`src/rtl/shifter_pkg.sv`:
```
// Shared op encodings and helpers for the pipelined barrel shifter.
package shifter_pkg;

    localparam int unsigned OP_W = 3;

    localparam logic [OP_W-1:0] OP_SLL = 3'd0;
    localparam logic [OP_W-1:0] OP_SRL = 3'd1;
    localparam logic [OP_W-1:0] OP_SRA = 3'd2;
    localparam logic [OP_W-1:0] OP_ROL = 3'd3;
    localparam logic [OP_W-1:0] OP_ROR = 3'd4;

    function automatic logic is_legal_op(input logic [OP_W-1:0] op);
        return (op <= OP_ROR);
    endfunction

endpackage

```
`src/rtl/shift_level.sv`:
```
// One combinational mux level: shifts/rotates by DIST when en is set, else passes data through.
module shift_level
    import shifter_pkg::*;
#(
    parameter int unsigned WIDTH = 32,
    parameter int unsigned DIST  = 1
) (
    input  logic [WIDTH-1:0] data,
    input  logic             en,
    input  logic [OP_W-1:0]  op,
    input  logic             sign,
    output logic [WIDTH-1:0] data_out
);

    localparam logic [WIDTH-1:0] ONES      = '1;
    localparam logic [WIDTH-1:0] SIGN_FILL = ~(ONES >> DIST);

    always_comb begin
        data_out = data;
        if (en) begin
            case (op)
                OP_SLL:  data_out = data << DIST;
                OP_SRL:  data_out = data >> DIST;
                OP_SRA:  data_out = (data >> DIST) | (sign ? SIGN_FILL : '0);
                OP_ROL:  data_out = (data << DIST) | (data >> (WIDTH - DIST));
                OP_ROR:  data_out = (data >> DIST) | (data << (WIDTH - DIST));
                default: data_out = data;
            endcase
        end
    end

endmodule

```
`src/rtl/pipelined_barrel_shifter.sv`:
```
// Pipelined multi-mode barrel shifter: SHW mux levels, a register after every REG_EVERY levels,
// valid/ready handshake on both ends with a combinational ready chain.
module pipelined_barrel_shifter
    import shifter_pkg::*;
#(
    parameter int unsigned WIDTH     = 32,
    parameter int unsigned SHW       = $clog2(WIDTH),
    parameter int unsigned REG_EVERY = 2
) (
    input  logic             clk,
    input  logic             reset,
    input  logic             in_valid,
    output logic             in_ready,
    input  logic [WIDTH-1:0] in_data,
    input  logic [SHW-1:0]   in_shamt,
    input  logic [OP_W-1:0]  in_op,
    output logic             out_valid,
    input  logic             out_ready,
    output logic [WIDTH-1:0] out_data,
    output logic             out_illegal
);

    localparam int unsigned L = (SHW + REG_EVERY - 1) / REG_EVERY;

    // Stage registers
    logic             v_q    [L];
    logic [WIDTH-1:0] d_q    [L];
    logic [SHW-1:0]   sh_q   [L];
    logic [OP_W-1:0]  op_q   [L];
    logic             sign_q [L];
    logic             ill_q  [L];

    // Per-stage inputs (previous register or the input port) and mux-chain result
    logic             sin_v    [L];
    logic [WIDTH-1:0] sin_data [L];
    logic [SHW-1:0]   sin_sh   [L];
    logic [OP_W-1:0]  sin_op   [L];
    logic             sin_sign [L];
    logic             sin_ill  [L];
    logic [WIDTH-1:0] sout_data[L];

    logic             adv [L];

    for (genvar k = 0; k < SHW; k++) begin : lv
        localparam int unsigned S = k / REG_EVERY;
        logic [WIDTH-1:0] din;
        logic [WIDTH-1:0] dout;

        if (k % REG_EVERY == 0) begin : g_head
            assign din = sin_data[S];
        end else begin : g_chain
            assign din = lv[k-1].dout;
        end

        shift_level #(
            .WIDTH (WIDTH),
            .DIST  (2 ** k)
        ) u_level (
            .data     (din),
            .en       (sin_sh[S][k]),
            .op       (sin_op[S]),
            .sign     (sin_sign[S]),
            .data_out (dout)
        );
    end

    for (genvar s = 0; s < L; s++) begin : stg
        localparam int unsigned LAST =
            (((s + 1) * REG_EVERY < SHW) ? (s + 1) * REG_EVERY : SHW) - 1;

        if (s == 0) begin : g_first
            assign sin_v[s]    = in_valid;
            assign sin_data[s] = in_data;
            assign sin_sh[s]   = in_shamt;
            assign sin_op[s]   = in_op;
            assign sin_sign[s] = in_data[WIDTH-1];
            assign sin_ill[s]  = !is_legal_op(in_op);
        end else begin : g_rest
            assign sin_v[s]    = v_q[s-1];
            assign sin_data[s] = d_q[s-1];
            assign sin_sh[s]   = sh_q[s-1];
            assign sin_op[s]   = op_q[s-1];
            assign sin_sign[s] = sign_q[s-1];
            assign sin_ill[s]  = ill_q[s-1];
        end

        assign sout_data[s] = lv[LAST].dout;
    end

    // Ready ripples back from out_ready; an empty stage can always take a new entry.
    always_comb begin
        logic nxt;
        adv = '{default: 1'b0};
        nxt = out_ready;
        for (int unsigned j = 0; j < L; j++) begin
            nxt          = !v_q[L-1-j] || nxt;
            adv[L-1-j]   = nxt;
        end
    end

    assign in_ready = adv[0];

    // Payload loads only with a valid entry so out_data stays 0 until the first real result.
    always_ff @(posedge clk) begin
        if (reset) begin
            for (int unsigned i = 0; i < L; i++) begin
                v_q[i]    <= 1'b0;
                d_q[i]    <= '0;
                sh_q[i]   <= '0;
                op_q[i]   <= '0;
                sign_q[i] <= 1'b0;
                ill_q[i]  <= 1'b0;
            end
        end else begin
            for (int unsigned i = 0; i < L; i++) begin
                if (adv[i]) begin
                    v_q[i] <= sin_v[i];
                    if (sin_v[i]) begin
                        d_q[i]    <= sout_data[i];
                        sh_q[i]   <= sin_sh[i];
                        op_q[i]   <= sin_op[i];
                        sign_q[i] <= sin_sign[i];
                        ill_q[i]  <= sin_ill[i];
                    end
                end
            end
        end
    end

    assign out_valid   = v_q[L-1];
    assign out_data    = d_q[L-1];
    assign out_illegal = ill_q[L-1];

endmodule

```
`config.mk`:
```
export PLATFORM = sky130hd
export DESIGN_NAME = pipelined_barrel_shifter
export DESIGN_NICKNAME = d
export VERILOG_FILES = /design/src/rtl/shifter_pkg.sv /design/src/rtl/shift_level.sv /design/src/rtl/pipelined_barrel_shifter.sv
export SDC_FILE = /design/constraint.sdc
export NUM_CORES = 1
export LEC_CHECK = 0
export CAP_MARGIN = 40
export CORE_UTILIZATION = 30
export CTS_CLUSTER_SIZE = 25
export DETAILED_ROUTE_END_ITERATION = 10
export PLACE_DENSITY = 0.52
export RECOVER_POWER = 100
export SYNTH_ARGS = -nofsm -noshare
export SYNTH_HDL_FRONTEND = slang
export SYNTH_HIERARCHICAL = 1
export SYNTH_SLANG_ARGS = --single-unit
export TNS_END_PERCENT = 30
```
`constraint.sdc`:
```
create_clock -name clk -period 4 [get_ports clk]
set_input_delay 0.4 -clock clk [delete_from_list [all_inputs] [get_ports clk]]
set_output_delay 0.4 -clock clk [all_outputs]
set_load 0.01 [all_outputs]
```
Yosys cells after proc, flatten, opt, wreduce, memory -nomap -nowiden. Memories as Yosys holds them, arrays and structs flattened. Index checks and enable logic that the tools add are counted.

Register bits: 0. Bits in latches: 0. Bits in writable memories: 129. ROM bits: 0. Logic and storage cells: 118. Memories kept: 6.

$add $sub $neg: 0. Multipliers: 0. Divide/modulo/power cells: 0. Order comparisons: 1. Equal/unequal tests: 12. Shift-type cells: 0. Mux-type cells: 56. Bitwise operators: 32. Reduce and logical (&&, ||, !) cells: 11.

Memory list: d_q (depth 3, bits a word 32, rd ports 3, clocked after memory_dff 0, wr ports 3, RTL line pipelined_barrel_shifter.sv:27) `logic [WIDTH-1:0] d_q [L];`; sh_q (depth 3, bits a word 5, rd ports 2, clocked after memory_dff 0, wr ports 3, RTL line pipelined_barrel_shifter.sv:28) `logic [SHW-1:0] sh_q [L];`; op_q (depth 3, bits a word 3, rd ports 2, clocked after memory_dff 0, wr ports 3, RTL line pipelined_barrel_shifter.sv:29) `logic [OP_W-1:0] op_q [L];`; ill_q (depth 3, bits a word 1, rd ports 3, clocked after memory_dff 0, wr ports 3, RTL line pipelined_barrel_shifter.sv:31) `logic ill_q [L];`; sign_q (depth 3, bits a word 1, rd ports 2, clocked after memory_dff 0, wr ports 3, RTL line pipelined_barrel_shifter.sv:30) `logic sign_q [L];`; v_q (depth 3, bits a word 1, rd ports 3, clocked after memory_dff 0, wr ports 3, RTL line pipelined_barrel_shifter.sv:26) `logic v_q [L];`.

Operators by type and width (number): $pmux W32 S5 (4); $mux W32 (13); $pmux W32 S4 (1); $or A24 B32 Y32 (2); $or A28 B32 Y32 (2); $or A30 B32 Y32 (2); $or A31 B32 Y32 (2); $mux W1 (32); $or A16 B32 Y32 (1); $or A32 B1 Y32 (1); $or A32 B16 Y32 (1); $or A32 B2 Y32 (1); $or A32 B4 Y32 (1); $or A32 B8 Y32 (1); $eq A3 B2 Y1 const B (6); $or A1 B1 Y1 (18); $mux W5 (3); $eq A3 B1 Y1 const B (3); $eq A3 B3 Y1 const B (3); $logic_not A3 Y1 (3); $mux W3 (3); $logic_not A1 Y1 (4); $le A3 B3 Y1 const B (1); $logic_or A1 B1 Y1 (3); $reduce_or A2 Y1 (1).

Longest topological paths before layout. Gate-level depths: netlist of the first run.

Depth after elaboration: 8. Mapped depth: 10. Gate-level depth less buffers: 7.

Hierarchy. The synthesis of the first run kept the hierarchy.

Modules (own cells, without submodules): pipelined_barrel_shifter (times used 1, cells an instance 301, area each 4749.6 µm², sequential area each 3423.3 µm²); shift_level (lv[0].u_level) (times used 1, cells an instance 171, area each 1119.8 µm², sequential area each 0.0 µm²); shift_level (lv[3].u_level) (times used 1, cells an instance 161, area each 1109.8 µm², sequential area each 0.0 µm²); shift_level (lv[2].u_level) (times used 1, cells an instance 163, area each 1097.3 µm², sequential area each 0.0 µm²); shift_level (lv[1].u_level) (times used 1, cells an instance 164, area each 1087.3 µm², sequential area each 0.0 µm²); shift_level (lv[4].u_level) (times used 1, cells an instance 79, area each 679.4 µm², sequential area each 0.0 µm²).

Worst setup path after synthesis of the first run. No wires, ideal clock.

Kind: register to register. Start: memory v_q[2][0], in the netlist v_q[0][2]. End: memory d_q[1][0], in the netlist d_q[0][32], enable pin. Setup time: 0.441 ns. Arrival time: 2.562 ns. Path slack: 0.997 ns. Cell stages (with the launch flop): 4. Path buffers: 1. Path through: edfxtp_1 and3b_1 clkbuf_1 o21bai_1.

RTL lines (RTL line): start, declared (pipelined_barrel_shifter.sv:26); end, declared (pipelined_barrel_shifter.sv:27).

==> reports/metrics.yaml, run 1 <==
floorplanning:
  num_io_pins: 79
  start_util_pct: 30.88
  core_um2: 31880
  die_area_um2: 33540
  row_count: 65
  die_x_um: 183.1
  die-height_um: 183.1
worst_setup_path:
  critPathCaptureType: "flop"
  worstPathRequired_ps: 4240
  r2r_end: "d_q[0][57]$_SDFFCE_PN0P_"
  r2r-start: "op_q[0][0]$_SDFFCE_PN0P_"
  r2r_cells: 9
  cp_max_fo: 16
  worstPathArrival_ps: 3680
  critPathLaunchType: "flop"
  r2r_setup_slack_ps: 560
  worstSetupPathType: "flop to flop"
min_path:
  min_to: "ill_q[0][2]$_SDFFCE_PN0P_"
  min_delay_path_depth: 1
  hold_path.class: "flop to flop"
  min_from: "ill_q[0][1]$_SDFFCE_PN0P_"
synthesis:
  yosysUniqueCellTypes: 48
  synth_edf_count: 114
  synth_flop_cell: "edfxtp_1"
  synthArstFlopShare_pct: 0
  synth.avg_cell_area_um2: 9.474
  yosys_warnings: 6
  ys_seq_area_share_pct: 34.78
  syn_inst: 1039
  yosys_register_bits: 114
  syn_nets: 1083
  synthesis.area_um2: 9843
clocking:
  ctsResizeCount: 0
  h-tree-depth: 4
  root_buffer: "clkbuf_16"
  cts_setup_buffers: 0
  cts_buffers: 17
  cts_buffer_depth: 2
  insertion_delay_ps: 410
  clk_pin_slew_worst_paths_ps: 60
  cts_hold_buf: 0
  cts_sinks: 114
  cts_tree: "done"
sta:
  tightest_slew_ps: 2309
  slew-limit-headroom_pct: -53.96
  slew_viol_final: 152
  finalSetupViolations: 0
  min_period_ps: 3440
  rsz0062_at_grt: "no"
  post-route-period-util_pct: 86.00
  finalSetupTns_ps: 0
  finClkSkew_ps: 12.81
  max_freq_mhz: 290.7
  hold_viol: 0
power_and_ir_drop:
  total_power_w: 0.004357
  power_density_nw_per_um2: 398.6
  p_leak_nw: 3.331
  ir_drop_mv: 0.2273
grt:
  grt_max_degree: 74
  antenna_found_initial: 0
  grt_first_pass_wirelength_um: 44720
  track_usage_pct: 16.51
  first_global_vias: 7786
  overflow: 0
cells_and_area:
  drive_above_1_share_pct: 9.744
  synthToLayoutAreaGrowth_pct: 11.03
  insertedDiodeCount: 0
  fillCellCount: 3309
  nets: 1047
  multi_input_area_um2: 5274
  ff_latch_area_um2: 3423
run_status:
  violations: "capacitance limit, slew limit"
  status: "finished with violations"
routing:
  first_iter_violations: 929
  drc_errors: 0
  drtAntennaViolNets: 0
  drt-total-wl_um: 27890
  routedWlPerCell_um: 19.22
  viasPerCell: 5.755
  vias: 8350
  drt_pass1_iterations: 5
placed_design:
  portBuffers: 78
  hpwlAfterDp_um: 18240
  gp_congestion: 0.8602
job:
  drv_cap: 4
## cells by family (layout without fill, tap and decap cells)
family	Yosys count	after routing	synth area share [%]
compound gates	435	435	28.31
xor+xnor	8	8	1.780
buf+inv	173	150	10.91
flops	114	114	34.78
mux	31	31	4.080
simple gates	278	278	20.15
## worst max-delay path by stage
stage	from	to	slack [ps]
floorplan	v_q[0][2]$_SDFFCE_PN0P_	d_q[0][32]$_SDFFCE_PN0P_	1000
global placement	op_q[0][0]$_SDFFCE_PN0P_	d_q[0][57]$_SDFFCE_PN0P_	680
detailed placement	in_op[0]	d_q[0][3]$_SDFFCE_PN0P_	810
CTS	op_q[0][0]$_SDFFCE_PN0P_	d_q[0][57]$_SDFFCE_PN0P_	930
global route	out_ready	ill_q[0][0]$_SDFFCE_PN0P_	340
finish	op_q[0][0]$_SDFFCE_PN0P_	d_q[0][57]$_SDFFCE_PN0P_	560
## synth_stat cells, types with 2 or more instances
cell,n,area (um2)
o21ai_2,5,43.79
and2b_1,4,30.03
a2bb2oi_1,16,140.1
a21oi_1,128,640.6
o211ai_1,112,840.8
a22oi_1,14,105.1
mux2_1,6,67.56
buf_6,20,225.2
nor2b_1,17,106.4
clkbuf_1,47,176.4
o21ai_1,4,20.02
o22ai_1,3,18.77
a21o_1,2,15.01
xnor2_2,2,32.53
mux2_2,11,123.9
o21ai_0,16,80.08
buf_2,45,225.2
inv_1,2,7.510
nand2b_1,4,25.02
buf_4,58,435.4
mux2_4,14,210.2
xnor2_4,2,55.05
edfxtp_1,114,3423
and3b_1,5,43.79
a31oi_1,128,800.8
nand3b_1,100,750.7
and2_1,7,43.79
xor2_2,2,32.53
nor4b_1,2,17.52
nand2_1,17,63.81
nor3b_1,110,825.8
nor2_1,5,18.77
xor2_4,2,55.05
## layout by cell type (no fill, tap or decap), types with 17 or more instances in the layout
cell             instances
clkbuf_16               17
nand2_1                 17
o211ai_1               112
a31oi_1                128
nor3b_1                110
nor2b_1                 17
edfxtp_1               114
nand3b_1               100
a21oi_1                128
clkdlybuf4s50_1         39
buf_4                   32
mux2_1                  19
dlygate4sd3_1           36
## stage by stage
stage / cells / hold slack (ps) / instance area (um2) / worst slack, ps / utilization (%)
after floorplan: 1039 / 569.7 / 9843 / 996.7 / -
after global placement: 1415 / 597.0 / 10370 / 684.9 / 32.54
after detailed placement: 1419 / 609.5 / 10430 / 813.9 / 32.72
after CTS: 1451 / 626.6 / 11050 / 930.8 / 34.66
after global routing: 1451 / 652.7 / 10930 / 335.2 / 34.28
final: 1451 / 624.0 / 10930 / 559.8 / 34.28
## cell type report
| class | count | share of cell area [%] |
|---|---|---|
| clock buffer | 17 | 3.892 |
| clock inverter | 15 | 1.786 |
| inverter | 2 | 0.06869 |
| multi-input combinational | 752 | 48.25 |
| sequential | 114 | 31.32 |
| tap | 435 | 4.980 |
| timing repair buffer | 116 | 9.697 |
## state kept, by name (all words and copies together) (netlist names)
| name | flops |
|---|---|
| v_q | 3 |
| op_q | 6 |
| d_q | 96 |
| sign_q | 2 |
| sh_q | 4 |
| ill_q | 3 |
## routing by layer
metal / routed length [um] / global-route usage, % / up-vias
li1: - / - / 3982
met1: 13030 / 23.01 / 4046
met2: 13050 / 26.21 / 285
met3: 1257 / 2.284 / 37
met4: 550 / 5.433 / 0
met5: 0 / 0 / -
## where the power goes
part | total [W] | switching, W | leakage, nW | internal, W
Sequential | 0.00154 | 0.0000823 | 1.22 | 0.00146
Clock | 0.00161 | 0.000613 | 0.303 | 0.00100
Combinational | 0.00120 | 0.000715 | 1.81 | 0.000486
Total | 0.00436 | 0.00141 | 3.33 | 0.00295
## critical path: stages (launching register included)
cell and delay, ps:
edfxtp_1 610, buf_8 260, xnor2_1 690, buf_4 360, nand3b_1 100, a31oi_1 480
mux2_2 260, a22oi_1 60, a31oi_1 210, nor3b_1 240
No activity file was read; power rests on OpenSTA's default activity.
==> run 2: changes to the inputs <==
--- a/config.mk
+++ b/config.mk
@@ -5,7 +5,6 @@
 export SDC_FILE = /design/constraint.sdc
 export NUM_CORES = 1
 export LEC_CHECK = 0
-export CAP_MARGIN = 40
 export CORE_UTILIZATION = 30
 export CTS_CLUSTER_SIZE = 25
 export DETAILED_ROUTE_END_ITERATION = 10
==> constraint.sdc (replaced) <==
create_clock -name clk -period 4 [get_ports clk]
set_input_delay 0.8 -clock clk [delete_from_list [all_inputs] [get_ports clk]]
set_output_delay 0.8 -clock clk [all_outputs]
set_load 0.01 [all_outputs]
==> reports/metrics.yaml, run 2 (synthesized netlist as in run 1, its figures left out) <==
sta:
  finalSetupTns_ps: 0  # unchanged
  hold_viol: 0  # unchanged
  slew-limit-headroom_pct: -35.62  # +18 points
  rsz0062_at_grt: "no"
  finalSetupViolations: 0  # unchanged
  holdWs_ps: 618.2  # -5.785 ps
  tightest_slew_ps: 2034  # -275.2 ps
  finClkSkew_ps: 17.14  # +4.332 ps
  min_period_ps: 3428  # -12.53 ps
  max_freq_mhz: 291.7  # +0.37%
  slew_viol_final: 185  # +22%
  post-route-period-util_pct: 85.69  # -0.31 points
routing:
  vias: 8421  # +0.85%
  routedWlPerCell_um: 19.35  # +0.67%
  drc_errors: 0  # unchanged
  viasPerCell: 5.812  # +0.99%
  first_iter_violations: 740  # -20%
  drtAntennaViolNets: 0  # unchanged
  drt-total-wl_um: 28040  # +0.53%
  drt_pass1_iterations: 5  # unchanged
grt:
  grt_first_pass_wirelength_um: 45000  # +0.63%
  antenna_found_initial: 0  # unchanged
  grt_max_degree: 112  # +51%
  overflow: 0  # unchanged
  first_global_vias: 7712  # -0.95%
  track_usage_pct: 16.72  # +0.21 points
floorplanning:
  die_x_um: 183.1  # unchanged
  core_um2: 31880  # unchanged
  die-height_um: 183.1  # unchanged
  num_io_pins: 79  # unchanged
  start_util_pct: 30.88  # unchanged
  row_count: 65  # unchanged
  die_area_um2: 33540  # unchanged
job:
  drv_cap: 3  # -1
cells_and_area:
  drive_above_1_share_pct: 11.44  # +1.7 points
  synthToLayoutAreaGrowth_pct: 11.59
  layout_common_cells: "128 x a21oi_1, 128 x a31oi_1, 114 x edfxtp_1, 112 x o211ai_1, 110 x nor3b_1"
  reg_top3: "d_q (96), op_q (6), sh_q (4)"
  nets: 1045  # -0.19%
  largest_register_ffs: 96  # unchanged
  insertedDiodeCount: 0  # unchanged
  regMostFlops: "d_q"
power_and_ir_drop:
  p_leak_nw: 3.349  # +0.54%
  swShare_pct: 32.25  # -0.13 points
  p_clk_share_pct: 36.9  # about the same
  seq_power_share_pct: 35.3  # about the same
  p_sw_w: 0.001410  # about the same
  cellInternalPower_w: 0.002963  # +0.57%
  power_density_nw_per_um2: 398.1  # -0.12%
  ir_drop_mv: 0.2783  # +22%
  pwr-share-comb_pct: 27.8  # +0.2 points
worst_setup_path:
  r2r_cells: 7  # -2
  worstPathRequired_ps: 4060  # -180 ps
  critPathLaunchType: "input pin"
  worstPathArrival_ps: 3490  # -190 ps
  cp_max_fo: 111  # +95
  critPathCaptureType: "flop"
  r2r-start: "op_q[0][0]$_SDFFCE_PN0P_"
  r2r_end: "d_q[0][62]$_SDFFCE_PN0P_"
  worstSetupPathType: "input pin to flop"
  r2r_setup_slack_ps: 790  # +230 ps
placed_design:
  gp_congestion: 0.8542  # -0.70%
  hpwlAfterDp_um: 18110  # -0.71%
  portBuffers: 78  # unchanged
clocking:
  cts_hold_buf: 0  # unchanged
  cts_sinks: 114  # unchanged
  insertion_delay_ps: 420  # about the same
  cts_setup_buffers: 0  # unchanged
  ctsResizeCount: 0  # unchanged
  h-tree-depth: 4  # unchanged
  cts_tree: "done"
  cts_buffers: 17  # unchanged
  clk_pin_slew_worst_paths_ps: 60  # about the same
  root_buffer: "clkbuf_16"
  cts_buffer_depth: 2  # unchanged
min_path:
  min_delay_path_depth: 1  # unchanged
  min_to: "ill_q[0][2]$_SDFFCE_PN0P_"
  hold_path.class: "flop to flop"
  min_from: "ill_q[0][1]$_SDFFCE_PN0P_"
run_status:
  violations: "capacitance limit, slew limit"
  status: "finished with violations"
## run 2: cell count changes in the layout (fill, tap and decap cells not counted), sizes merged
cell / previous run / this run
clkbuf: 21 / 20
clkinv: 4 / 3
dlymetal6s4s: 1 / 0
inv: 9 / 10
## run 2: power groups by stage
stage	clock, W	sequential (W)	combinational, W
after global routing	0.00169	0.00156	0.00133
after floorplan	0	0.00153	0.000965
after CTS	0.00165	0.00154	0.00122
final	0.00161	0.00155	0.00122
after detailed placement	0	0.00157	0.00122
after global placement	0	0.00157	0.00121
## run 2: critical path: stages
cell and delay (ps):
dlygate4sd3_1 550, nand2b_1 180, a22oi_2 180, buf_2 1500
nor3b_1 230
## run 2: final cells by class
type | count | area [um2]
Timing Repair Buffer | 114 | 1026
Inverter | 2 | 7.507
Clock buffer | 17 | 425.4
Sequential cell | 114 | 3423
Clock inverter | 15 | 196.4
Fill cell | 3271 | 20900
Multi-Input combinational cell | 752 | 5361
Tap cell | 435 | 544.3
## run 2: layer usage
metal | routed length, um | track usage (%) | vias up
met3 | 1431 | 2.581 | 34
li1 | - | - | 3982
met1 | 12980 | 23.57 | 4095
met2 | 12820 | 25.61 | 310
met5 | 0 | 0 | -
met4 | 805 | 6.400 | 0
## run 2: how the worst max path moves through the flow
stage / start / to / slack (ps) / cells after the start
2_1_floorplan: out_ready / d_q[0][32]$_SDFFCE_PN0P_ / 660 / 3
3_3_place_gp: in_op[0] / d_q[0][31]$_SDFFCE_PN0P_ / 360 / 8
3_5_place_dp: in_op[0] / d_q[0][31]$_SDFFCE_PN0P_ / 370 / 8
4_1_cts: in_op[0] / d_q[0][31]$_SDFFCE_PN0P_ / 790 / 8
5_1_grt: out_ready / d_q[0][92]$_SDFFCE_PN0P_ / 280 / 5
6_report: out_ready / d_q[0][92]$_SDFFCE_PN0P_ / 570 / 5
## run 2: stage by stage
stage	utilization (%)	worst slack [ps]	power, W	cell area, um2	cells
4_1_cts	34.53	789.1	0.004421	11010	1449
6_report	34.45	572.3	0.004373	10980	1449
5_1_grt	34.45	283.6	0.004582	10980	1449
3_5_place_dp	32.58	366.8	0.002784	10390	1417
3_3_place_gp	32.58	355.1	0.002782	10390	1417
2_1_floorplan	-	655.7	0.002491	9843	1039
==> run 3: changes to the inputs <==
--- a/config.mk
+++ b/config.mk
@@ -8,6 +8,8 @@
 export CORE_UTILIZATION = 30
 export CTS_CLUSTER_SIZE = 25
 export DETAILED_ROUTE_END_ITERATION = 10
+export GPL_TIMING_DRIVEN = 0
+export HOLD_SLACK_MARGIN = 0.1
 export PLACE_DENSITY = 0.52
 export RECOVER_POWER = 100
 export SYNTH_ARGS = -nofsm -noshare
==> reports/metrics.yaml, run 3 (synthesized netlist as in run 1, its figures left out) <==
clocking:
  cts_tree: "done"
  cts_hold_buf: 0  # unchanged
  cts_buffers: 17  # unchanged
  cts_setup_buffers: 0  # unchanged
  clk_pin_slew_worst_paths_ps: 70  # about the same
  cts_buffer_depth: 2  # unchanged
  cts_sinks: 114  # unchanged
  h-tree-depth: 4  # unchanged
  root_buffer: "clkbuf_16"
  ctsResizeCount: 0  # unchanged
  insertion_delay_ps: 420  # about the same
cells_and_area:
  drive_above_1_share_pct: 16.46  # +5.0 points
  fillCellCount: 3273  # +0.061%
  largest_register_ffs: 96  # unchanged
  reg_top3: "d_q (96), op_q (6), sh_q (4)"
  fin_util_pct: 36.72  # +2.3 points
  regMostFlops: "d_q"
  layout_common_cells: "128 x a21oi_1, 128 x a31oi_1, 114 x edfxtp_1, 112 x o211ai_1, 110 x nor3b_1"
  fin_cells: 1584  # +9.3%
  nets: 1179  # +13%
  synthToLayoutAreaGrowth_pct: 18.94
  design_area_um2: 11710  # +6.6%
grt:
  grt_max_degree: 41  # -63%
  first_global_vias: 8292  # +7.5%
  antenna_found_initial: 1  # +1
  top_usage_layer: "met2"
  grt_util_met2_pct: 29.98  # +4.4 points
  grt_first_pass_wirelength_um: 49290  # +9.5%
  gr-usage-met3_pct: 2.601  # +0.020 points
  grtUsageMet1_pct: 26.75  # +3.2 points
  overflow: 0  # unchanged
  track_usage_pct: 18.86  # +2.1 points
worst_setup_path:
  critPathCaptureType: "flop"
  cp_max_fo: 10  # -91%
  path_cells: "dlygate4sd3_1 > buf_6 > o21ai_0 > clkbuf_1 > o211ai_1 > a31oi_1 > mux2_1 > a22oi_1 > a31oi_1 > nor3b_1"
  cp_top_family: "compound AO/OA/AOI/OAI gates"
  critPathBufInv: 3  # +1
  critPathLaunchType: "input pin"
  worstPathRequired_ps: 4260  # +200 ps
  slowest_delay_ps: 630  # -870 ps
  path_common_cell: "a31oi_1"
  slowest_stage: "dlygate4sd3_1"
  worstSetupPathType: "input pin to flop"
  worstPathArrival_ps: 3740  # +250 ps
sta:
  max_freq_mhz: 287.3  # -1.5%
  post-route-period-util_pct: 87.03  # +1.3 points
  tightest_slew_ps: 1411  # -623.1 ps
  slew-limit-headroom_pct: 5.922  # +42 points
  finClkSkew_ps: 18.02  # +0.8762 ps
  finalSetupViolations: 0  # unchanged
  min_period_ps: 3481  # +53.64 ps
  rsz0062_at_grt: "no"
  slew_viol_final: 0  # -100%
  hold_viol: 0  # unchanged
routing:
  viasPerCell: 5.689  # -2.1%
  drt-total-wl_um: 31420  # +12%
  drt_pass1_iterations: 5  # unchanged
  routedWlPerCell_um: 19.83  # +2.5%
  drtAntennaViolNets: 0  # unchanged
  first_iter_violations: 1068  # +44%
  drc_errors: 0  # unchanged
  vias: 9012  # +7.0%
power_and_ir_drop:
  p_leak_nw: 3.773  # +13%
  power_density_nw_per_um2: 383.2  # -3.7%
  swShare_pct: 33.51  # +1.3 points
  cellInternalPower_w: 0.002983  # +0.70%
  pwr-share-comb_pct: 30.8  # +3.0 points
  seq_power_share_pct: 34.3  # -1.0 points
  ir_drop_mv: 0.2890  # +3.8%
  p_sw_w: 0.001503  # +6.6%
  p_clk_share_pct: 34.9  # -2.0 points
placed_design:
  placed_cells: 1551  # +9.5%
  place_area_um2: 11190  # +7.7%
  gp_congestion: 0.9380  # +9.8%
  portBuffers: 75  # -3.8%
  hpwlAfterDp_um: 23950  # +32%
min_path:
  hold_path.class: "flop to flop"
floorplanning:
  die_area_um2: 33540  # unchanged
  start_util_pct: 30.88  # unchanged
  die-height_um: 183.1  # unchanged
  row_count: 65  # unchanged
  num_io_pins: 79  # unchanged
  core_um2: 31880  # unchanged
  die_x_um: 183.1  # unchanged
run_status:
  status: "complete, no violations"
job:
  drv_cap: 0  # -3
==> run 3: layout make-up <==
cell class	count	area, um2	share of cell area (%)
Multi-Input combinational cell	752	5335	45.57
Sequential cell	114	3423	29.24
Buffer	171	1032	8.817
Timing Repair Buffer	77	768.2	6.562
Tap cell	435	544.3	4.649
Clock buffer	17	425.4	3.634
Clock inverter	15	168.9	1.443
Inverter	2	7.507	0.06412
Antenna cell	1	2.502	0.02137
==> run 3: through the flow <==
stage | worst slack [ps] | hold slack [ps] | setup TNS [ps] | power (W)
after floorplan | 655.7 | 569.7 | 0 | 0.002491
after global placement | -591.8 | 584.6 | -22310 | 0.002944
after detailed placement | 503.8 | 602.6 | 0 | 0.002946
after CTS | 848.0 | 623.7 | 0 | 0.004520
after global routing | 396.4 | 648.8 | 0 | 0.004694
final | 518.7 | 609.7 | 0 | 0.004487
==> run 3: power by group through the flow <==
stage | combinational, W | clock, W | sequential (W)
finish | 0.00138 | 0.00156 | 0.00154
global placement | 0.00138 | 0 | 0.00156
CTS | 0.00139 | 0.00159 | 0.00154
floorplan | 0.000965 | 0 | 0.00153
detailed placement | 0.00138 | 0 | 0.00156
global route | 0.00149 | 0.00165 | 0.00155
==> run 3: metal layers <==
| metal | vias up | routed length [um] | part of all wire (%) |
|---|---|---|---|
| met1 | 4352 | 14770 | 47 |
| met3 | 28 | 1712 | 5.4 |
| met4 | 0 | 454 | 1.4 |
| met2 | 373 | 14480 | 46 |
| li1 | 4259 | - | - |
| met5 | - | 0 | 0 |
==> run 3: worst register-to-register path: cells and delay by family, from the launching register on <==
kind,cells,cell delay (ps)
flip-flops,1,500
AO/OA/AOI/OAI,3,1060
buffers and inverters,2,620
AND/OR/NAND/NOR,2,550
XOR/XNOR,1,490
==> run 3: final timing paths <==
check	startpoint	end	slack [ps]	cells after the start
min	sh_q[0][4]$_SDFFCE_PN0P_	sh_q[0][9]$_SDFFCE_PN0P_	610	1
max	in_op[0]	d_q[0][31]$_SDFFCE_PN0P_	520	10
max reg2reg	op_q[0][1]$_SDFFCE_PN0P_	d_q[0][47]$_SDFFCE_PN0P_	530	8
min reg2reg	sh_q[0][4]$_SDFFCE_PN0P_	sh_q[0][9]$_SDFFCE_PN0P_	610	1
